## src/rtl/keypad_encoder_4_2.sv

```systemverilog
// 4-to-2 priority keypad encoder with 2-flop input sync, debounce and one-shot valid/ack handshake.
// Optional multi-line flag is built only when MULTI_DETECT_EN is defined.
module keypad_encoder_4_2 #(
  parameter int unsigned DB_CYCLES = 4
) (
  input  logic       clk,
  input  logic       rst,
  input  logic       en,
  input  logic [3:0] z,
  input  logic       ack,
  output logic [1:0] a,
  output logic       valid,
  output logic       multi
);

  typedef enum logic [1:0] {IDLE, DEBOUNCE, HOLD, RELEASE} state_t;

  localparam logic [15:0] DB_LAST = 16'(DB_CYCLES - 1);

  state_t      state_reg, state_next;
  logic [3:0]  sync1_reg, zs_reg;
  logic [3:0]  p_reg, p_next;
  logic [15:0] cnt_reg, cnt_next;
  logic [1:0]  a_reg, a_next;
  logic        valid_reg, valid_next;
  logic        multi_reg, multi_next;
  logic        db_done;
  logic        ack_taken;

  function automatic logic [1:0] enc(input logic [3:0] v);
    if (v[3])      enc = 2'b11;
    else if (v[2]) enc = 2'b10;
    else if (v[1]) enc = 2'b01;
    else           enc = 2'b00;
  endfunction

`ifdef MULTI_DETECT_EN
  function automatic logic more_than_one(input logic [3:0] v);
    logic [2:0] sum;
    sum = 3'(v[0]) + 3'(v[1]) + 3'(v[2]) + 3'(v[3]);
    more_than_one = (sum > 3'd1);
  endfunction
`endif

  // State register: synchronizer, FSM and all registered outputs
  always_ff @(posedge clk) begin
    if (rst) begin
      sync1_reg <= '0;
      zs_reg    <= '0;
      state_reg <= IDLE;
      p_reg     <= '0;
      cnt_reg   <= '0;
      a_reg     <= '0;
      valid_reg <= 1'b0;
      multi_reg <= 1'b0;
    end else begin
      sync1_reg <= z;
      zs_reg    <= sync1_reg;
      state_reg <= state_next;
      p_reg     <= p_next;
      cnt_reg   <= cnt_next;
      a_reg     <= a_next;
      valid_reg <= valid_next;
      multi_reg <= multi_next;
    end
  end

  assign ack_taken = ack && valid_reg;

  // Next-state logic; the counter is shared by DEBOUNCE and RELEASE
  always_comb begin
    state_next = state_reg;
    p_next     = p_reg;
    cnt_next   = cnt_reg;
    db_done    = 1'b0;
    case (state_reg)
      IDLE: begin
        if (en && (zs_reg != 4'd0)) begin
          p_next     = zs_reg;
          cnt_next   = '0;
          state_next = DEBOUNCE;
        end
      end
      DEBOUNCE: begin
        if (!en || (zs_reg == 4'd0)) begin
          state_next = IDLE;
        end else if (zs_reg != p_reg) begin
          p_next   = zs_reg;
          cnt_next = '0;
        end else if (cnt_reg == DB_LAST) begin
          db_done    = 1'b1;
          state_next = HOLD;
        end else begin
          cnt_next = cnt_reg + 16'd1;
        end
      end
      HOLD: begin
        if (ack_taken) begin
          cnt_next   = '0;
          state_next = RELEASE;
        end
      end
      RELEASE: begin
        if (zs_reg != 4'd0) begin
          cnt_next = '0;
        end else if (cnt_reg == DB_LAST) begin
          state_next = IDLE;
        end else begin
          cnt_next = cnt_reg + 16'd1;
        end
      end
      default: state_next = IDLE;
    endcase
  end

  // Output logic: a/multi only change at debounce exit, so they hold through HOLD and after
  always_comb begin
    a_next     = a_reg;
    valid_next = valid_reg;
    multi_next = multi_reg;
    if (db_done) begin
      a_next     = enc(p_reg);
      valid_next = 1'b1;
`ifdef MULTI_DETECT_EN
      multi_next = more_than_one(p_reg);
`else
      multi_next = 1'b0;
`endif
    end else if ((state_reg == HOLD) && ack_taken) begin
      valid_next = 1'b0;
    end
  end

  assign a     = a_reg;
  assign valid = valid_reg;
  assign multi = multi_reg;

endmodule

```

## config.mk

```make
export PLATFORM = sky130hd
export DESIGN_NAME = keypad_encoder_4_2
export DESIGN_NICKNAME = d
export VERILOG_FILES = /design/src/rtl/keypad_encoder_4_2.sv
export SDC_FILE = /design/constraint.sdc
export NUM_CORES = 1
export LEC_CHECK = 0
export ABC_CLOCK_PERIOD_IN_PS = 1800
export CAP_MARGIN = 20
export CORE_MARGIN = 2
export CORE_UTILIZATION = 40
export CTS_BUF_LIST = sky130_fd_sc_hd__clkbuf_8
export DETAILED_ROUTE_END_ITERATION = 12
export PLACE_DENSITY = 0.68
export SLEW_MARGIN = 20
export SYNTH_ARGS = -nofsm -noshare
export SYNTH_HDL_FRONTEND = slang
export SYNTH_SLANG_ARGS = --single-unit
```

## constraint.sdc

```tcl
create_clock -name clk -period 1.8 [get_ports clk]
set_input_delay 0.36 -clock clk [delete_from_list [all_inputs] [get_ports clk]]
set_output_delay 0.36 -clock clk [all_outputs]
set_load 0.02 [all_outputs]
```

Word-level counts from Yosys, hierarchy flattened
Cells that the tools add are included.

storage, ports and cells
  bits of input ports = 8
  register bits = 33
  ROM bits = 0
  output and inout port bits = 4
  bits in writable memories = 0
  latch bits = 0
  memories = 0

cells by class
  bitwise gates (word level) = 0
  mux-type cells = 28
  add/sub/neg operators = 1
  eq/ne operators = 13
  shifts and indexed selects = 0
  reduce and logical (&&, ||, !) cells = 13
  magnitude comparators = 0
  multipliers = 0
  divide/modulo/power cells = 0

operators with widths
  operator               number
  $mux 16                6
  $pmux 16 s4            1
  $mux 2                 9
  $add 16x1->16 const B  1
  $eq 16x2->1 const B    1
  $mux 4                 3
  $ne 2x2->1 const B     6
  $pmux 2 s4             1
  $pmux 4 s2             1
  $mux 1                 7
  $ne 3x3->1 const B     2
  $reduce_and 6->1       1
  $eq 2x2->1 const B     2
  $logic_not 4->1        1
  $ne 4x4->1             1
  $reduce_and 4->1       1
  $reduce_bool 2->1      2
  $reduce_bool 4->1      1
  $logic_and 1x1->1      3
  $reduce_and 3->1       1
  $eq 2x1->1 const B     1
  $logic_not 2->1        1
  $logic_not 1->1        1
  $logic_or 1x1->1       1

Longest topological paths before layout
Gate-level depths: netlist of the first run.

  word-level depth = 6
  mapped depth = 6
  depth with buffers taken out = 6

Worst setup path before layout of the first run
No wires, ideal clock.

  path kind = register to register
  start point = register cnt_reg[0]
  end point = register with a tool-made name
  arrival time = 1,622 ps
  cell stages (with the launch flop) = 6
  setup slack = 55 ps
  library setup time = 123 ps
  path through = dfxtp_1 > ha_1 > nor4b_2 > nand4_2 > a211oi_2 > mux2_1

RTL lines
  element                 RTL line  source
  from (decl)             23        logic [15:0] cnt_reg, cnt_next;
  from (signal assigned)  61        cnt_reg <= cnt_next;

==> metrics.md, run 1 <==
| Metric | Value |
|---|---|
| Outcome | complete, no violations |
| Total number of yosys warnings | 0 |
| Mapped Area | 1600 um2 |
| Main combinational cell family by area after synthesis | simple AND/OR/NAND/NOR gates |
| Library cell with the largest summed area after synthesis | sky130_fd_sc_hd__dfxtp_1 |
| Post-layout minimum cycle time | 1.73 ns |
| FF+latch count, synth | 33 |
| Core Rows | 23 |
| Unrepaired setup endpoints after global routing | false |
| Xor/xnor cell area share of the yosys netlist | 7.64% |
| Initial antenna violation count | 0 |
| Yosys top cell area share | 41.2% |
| Largest net degree at the start of global routing | 25 |
| First-pass iteration count of the detailed router | 7 |
| Final total power | 1.42 mW |
| Combined global-route utilization of all metal layers | 15.8% |
| Clock Skews | 0.00695 ns |
| Number of buffers added on ports | 10 |
| CTS-repair resized insts | 0 |
| Overall overflow remaining after global route | 0 |
| Synth Area per Inst | 9.27 um2 |
| Clock root buffer | sky130_fd_sc_hd__clkbuf_8 |
| Startpoint type of the worst setup path | register |
| CP Max Fanout | 4 |
| Fin util | 51.5% |
| Final wirelength | 3160 um |
| Actual slew at the worst max-slew pin | 0.487 ns |
| Iter 0 DRT Violations | 90 |
| Area fraction in compound gates after synthesis | 11.8% |
| Share of post-route cells with drive strength above 1 | 22.7% |
| Clock transition at the register clock pins on the worst setup and hold paths after CTS | 0.07 ns |
| Initial core utilization | 40.7% |
| Chip Width | 67.3 um |
| Top cells by area in the synthesized netlist | sky130_fd_sc_hd__dfxtp_1, sky130_fd_sc_hd__xnor2_1, sky130_fd_sc_hd__nor2_1 |
| Period Utilization, post-route | 96.1% |
| Arithmetic-cell share of the synthesized area counting full adders, half adders and majority gates | 0.780% |
| Number of max-slew violations in the final report | 0 |
| Most instantiated cells after synthesis | sky130_fd_sc_hd__dfxtp_1, sky130_fd_sc_hd__nor2_1, sky130_fd_sc_hd__nand2_1, sky130_fd_sc_hd__nand3_1, sky130_fd_sc_hd__xnor2_1 |
| RePlAce Congestion | 0.795 |
| DRC violations left | 0 |
| Count of flip-flops with a built-in enable after synthesis | 0 |
| Clock tree sinks | 33 |
| Path type of the worst setup path | register to register |
| Max Fclk | 0.578 GHz |
| Cell with the most instances after synthesis | sky130_fd_sc_hd__dfxtp_1 |
| Maximum level of the CTS H-tree | 2 |
| Nets@finish | 215 |
| Signal arrival time at the worst endpoint | 1.90 ns |
| Post-synthesis simple-gate area fraction | 33.2% |
| Die extent in y | 67.3 um |
| Min-Delay Path Class | register to register |
| Number of vias in the routed layout | 1307 |
| Core area | 3940 um2 |
| Post-route antenna net violation count | 0 |
| Vias in the first global route | 1259 |
| Half-perimeter wire length of the detailed placement result | 2400 um |
| Synth cell types | 43 |
| Antenna fix cells | 0 |
| CTS Hold Bufs | 0 |
| Most used DFF post-synth | sky130_fd_sc_hd__dfxtp_1 |
| Number of clock buffers inserted by TritonCTS | 5 |
| Hold violation count in the final report | 0 |
| Total Die Area | 4530 um2 |
| Signed area change from the synthesized netlist to the final layout | 26.5% |
| Number of flip-flops in the largest register | 16 |
| Clock Latency Late Sink | 0.28 ns |
| Worst-case headroom to the max-slew limit | 67.2% |
| Number of buffers inserted to repair setup after CTS | 0 |
| Static leakage | 0.749 nW |
| Reported max-cap violation count | 0 |
| Number of buffers on the longest clock path | 2 |
| Routed wire per std cell | 12.3 um |
| Global-route wire length before repair | 5350 um |
| Sort of element at the end of the critical path | register |
| Post-Syn Nets | 182 |
| Gate count of the mapped netlist | 173 |
| Average via count per standard cell | 5.09 |
| Clock tree from TritonCTS | yes |
| Async set or reset register ratio after synthesis | 0% |
| Share of synthesized area spent on multiplexers | 2.57% |
| Total I/O pin count | 12 |
| Total power divided by cell area | 699 nW/um2 |
| Maximum vdd ir drop | 0.569 mV |
| Sum Neg Setup Slack | 0 ns |
| Seq/Total Area, Yosys | 41.2% |
| Data required time of the worst path | 1.97 ns |
| Setup-violating endpoint count in the final report | 0 |
-- layout make-up --
class,instances,area [um2]
Clock inverter,3,11.3
Timing Repair Buffer,32,278
Sequential cell,33,664
Tap cell,50,62.6
Fill cell,355,1910
Multi-Input combinational cell,131,933
Clock buffer,5,68.8
Inverter,3,11.3
-- final timing paths --
kind,depth (start not counted),start,slack (ns),endpoint
max reg2reg,5,zs_reg[3],0.07,register
max,5,zs_reg[3],0.07,register
min reg2reg,1,sync1_reg[0],0.43,zs_reg[0]
min,1,sync1_reg[0],0.43,zs_reg[0]
-- cells by family (layout without fill, tap and decap cells) --
logic type                 after synthesis  count (layout)
adders and majority gates                1               1
muxes                                    4               4
AOI/OAI and AO/OA                       27              27
xor gates and xnor gates                14              14
DFF                                     33              33
other                                    1               1
buffers and inverters                    9              43
and+or+nand+nor                         84              84
-- placed cells by master (no fill, tap or decap), drive strengths merged, types with 7 or more instances in the layout --
master	instances
nor2	18
clkdlybuf4s50	10
dfxtp	33
nand3	12
buf	22
a21oi	9
nor2b	8
nand2	12
xnor2	11
o21ai	7
-- critical path, stage by stage, from the launching register on --
cell and delay [ns]:
sky130_fd_sc_hd__dfxtp_1 0.43, sky130_fd_sc_hd__xnor2_1 0.17, sky130_fd_sc_hd__nand4_2 0.20, sky130_fd_sc_hd__nand2b_1 0.20
sky130_fd_sc_hd__a211oi_2 0.28, sky130_fd_sc_hd__mux2_1 0.34
-- layer usage --
metal | vias up | GRT usage, % | wire length [um]
li1 | 681 | - | -
met1 | 601 | 17.9 | 1470
met2 | 18 | 27.8 | 1540
met3 | 7 | 4.50 | 91
met4 | 0 | 6.12 | 55
met5 | - | 0 | 0
-- metrics by stage --
stage	std cells	setup WS [ns]	instance area [um2]	hold WS [ns]
finish	257	0.0708	2030	0.433
global route	257	0.00191	2030	0.453
CTS	257	0.0462	1990	0.439
detailed placement	249	-0.213	1910	0.424
global placement	249	-0.179	1910	0.418
floorplan	173	0.0547	1600	0.414
-- where the power goes --
part,switching (mW),total [mW],internal (mW)
Sequential,0.0118,0.756,0.745
Clock,0.255,0.512,0.257
Combinational,0.0749,0.150,0.0749
Power figures use the tool's default switching activity.
==> run 2, diff against run 1 <==
--- a/config.mk
+++ b/config.mk
@@ -9,7 +9,6 @@
 export CAP_MARGIN = 20
 export CORE_MARGIN = 2
 export CORE_UTILIZATION = 40
-export CTS_BUF_LIST = sky130_fd_sc_hd__clkbuf_8
 export DETAILED_ROUTE_END_ITERATION = 12
 export PLACE_DENSITY = 0.68
 export SLEW_MARGIN = 20
==> run 2 against run 1 <==
Net effect:
- combinational power hardly changed
- clock skew is 0.0014 ns lower
- via count is 0.15% higher
- fmax is 0.51% lower
- clock-buffer cell count is 3 higher
- clock power is 4% higher
- sequential power hardly changed
- setup slack worse by 0.0088 ns
- critical path depth stayed put
- largest cell class unchanged
- highest routed layer unchanged
==> metrics.md, run 2 (synthesis gave the netlist of run 1 again) <==
| Metric | Value |
|---|---|
| Outcome | complete, no violations |
| Total Die Area | 4530 um2 |
| Maximum level of the CTS H-tree | 2 |
| Number of max-slew violations in the final report | 0 |
| Iter 0 DRT Violations | 89 |
| Min-Delay Path Class | register to register |
| CP Max Fanout | 4 |
| Internal power consumption | 1.09 mW |
| Global-route wire length before repair | 5350 um |
| Vias in the first global route | 1259 |
| Path type of the worst setup path | register to register |
| Max Fclk | 0.575 GHz |
| Fin worst setup slack | 0.0620 ns |
| Clock Latency Late Sink | 0.28 ns |
| DRC violations left | 0 |
| Signed area change from the synthesized netlist to the final layout | 26.5% |
| Chip Width | 67.3 um |
| Setup-violating endpoint count in the final report | 0 |
| Share of post-route cells with drive strength above 1 | 22.7% |
| Number of buffers inserted to repair setup after CTS | 0 |
| Hold violation count in the final report | 0 |
| Maximum cell stage delay along the critical path | 0.44 ns |
| Overall overflow remaining after global route | 0 |
| Signal arrival time at the worst endpoint | 1.91 ns |
| RePlAce Congestion | 0.795 |
| Final Hold Slack | 0.433 ns |
| Sequential cell fraction of total power | 52.6% |
| Most frequent cells in the layout | sky130_fd_sc_hd__dfxtp_1, sky130_fd_sc_hd__buf_4, sky130_fd_sc_hd__nor2_1 |
| Initial core utilization | 40.7% |
| Clock tree from TritonCTS | yes |
| Period Utilization, post-route | 96.6% |
| Sort of element at the end of the critical path | register |
| Die extent in y | 67.3 um |
| Unrepaired setup endpoints after global routing | false |
| Routed wire per std cell | 12.2 um |
| Commonest non-fill, non-tap cell in the layout | sky130_fd_sc_hd__dfxtp_1 |
| Largest net degree at the start of global routing | 25 |
| Clock tree sinks | 33 |
| Clock share of power | 36.9% |
| Number of buffers added on ports | 10 |
| Half-perimeter wire length of the detailed placement result | 2400 um |
| Antenna fix cells | 0 |
| Combinational group share of total power | 10.4% |
| First-pass iteration count of the detailed router | 4 |
| Maximum vdd ir drop | 0.574 mV |
| Slowest cell on the critical path | sky130_fd_sc_hd__dfxtp_1 |
| Number of flip-flops in the largest register | 16 |
| Final wirelength | 3150 um |
| Core area | 3940 um2 |
| Critical Path, Cell by Cell | xnor2_1 -> nand4_2 -> nand2b_1 -> a211oi_2 -> mux2_1 |
| Clock Skews | 0.00557 ns |
| Switch Pwr | 343 uW |
| Total power divided by cell area | 708 nW/um2 |
| Post-route antenna net violation count | 0 |
| Dpl ws | -0.213 ns |
| Number of buffers on the longest clock path | 2 |
| Sum Neg Setup Slack | 0 ns |
| Total I/O pin count | 12 |
| CTS Hold Bufs | 0 |
| Average via count per standard cell | 5.09 |
| Post-layout minimum cycle time | 1.74 ns |
| CP bufs+invs | 0 |
| Fin util | 51.5% |
| Reported max-cap violation count | 0 |
| Clock root buffer | sky130_fd_sc_hd__clkbuf_8 |
| Number of vias in the routed layout | 1309 |
| Combined global-route utilization of all metal layers | 15.8% |
| Actual slew at the worst max-slew pin | 0.490 ns |
| Worst-case headroom to the max-slew limit | 67.0% |
| Data required time of the worst path | 1.97 ns |
| Top delay family on crit path | flip-flops |
| Initial antenna violation count | 0 |
| Static leakage | 0.736 nW |
| Net switching share of the total power | 23.9% |
| Clock transition at the register clock pins on the worst setup and hold paths after CTS | 0.07 ns |
| Number of clock buffers inserted by TritonCTS | 5 |
| Startpoint type of the worst setup path | register |
| Core Rows | 23 |
| Nets@finish | 215 |
run 2: cell count changes in the layout (fill, tap and decap cells not counted):
cell	previous run	this run
sky130_fd_sc_hd__inv_1	6	3
sky130_fd_sc_hd__clkbuf_1	0	3
run 2: worst paths after layout:
check / startpoint / end / slack, ns / depth (start not counted)
max: zs_reg[3] / register / 0.06 / 5
max reg2reg: zs_reg[3] / register / 0.06 / 5
min: sync1_reg[0] / zs_reg[0] / 0.43 / 1
min reg2reg: sync1_reg[0] / zs_reg[0] / 0.43 / 1
run 2: metrics by stage:
step	instances	area (um2)	total power, mW
2_1_floorplan	173	1600	0.853
3_3_place_gp	249	1910	0.919
3_5_place_dp	249	1910	0.921
4_1_cts	257	1990	1.45
5_1_grt	257	2030	1.49
6_report	257	2030	1.44
run 2: routing by layer:
metal	GRT usage, %	up-vias	share of wire, %
met1	17.9	605	47
met3	4.50	9	2.8
met2	27.8	16	48
met4	6.12	0	2.0
met5	0	-	0
li1	-	679	-
run 2: layout make-up:
| type | count | area, um2 |
|---|---|---|
| tap | 50 | 62.6 |
| multi-input combinational | 131 | 933 |
| clock buffer | 8 | 80.1 |
| inverter | 3 | 11.3 |
| fill | 355 | 1910 |
| timing repair buffer | 32 | 278 |
| sequential | 33 | 664 |
run 2: timing repair:
action                                  4_1_cts  5_1_grt
endpoints found under the setup margin        0        9
hold endpoints to repair                      0        0
gates resized for setup                       0        7
run 2: power by group through the flow:
stage	combinational, mW	clock [mW]	sequential [mW]
after floorplan	0.0820	0	0.771
after global routing	0.164	0.572	0.758
after global placement	0.148	0	0.771
after detailed placement	0.149	0	0.772
final	0.150	0.531	0.756
after CTS	0.150	0.543	0.755
==> run 3, diff against run 2 <==
--- a/config.mk
+++ b/config.mk
@@ -11,7 +11,7 @@
 export CORE_UTILIZATION = 40
 export DETAILED_ROUTE_END_ITERATION = 12
 export PLACE_DENSITY = 0.68
-export SLEW_MARGIN = 20
+export SLEW_MARGIN = 40
 export SYNTH_ARGS = -nofsm -noshare
 export SYNTH_HDL_FRONTEND = slang
 export SYNTH_SLANG_ARGS = --single-unit
==> results of run 3 <==
No change in the layout: final DEF, timing and power equal those of run 2.
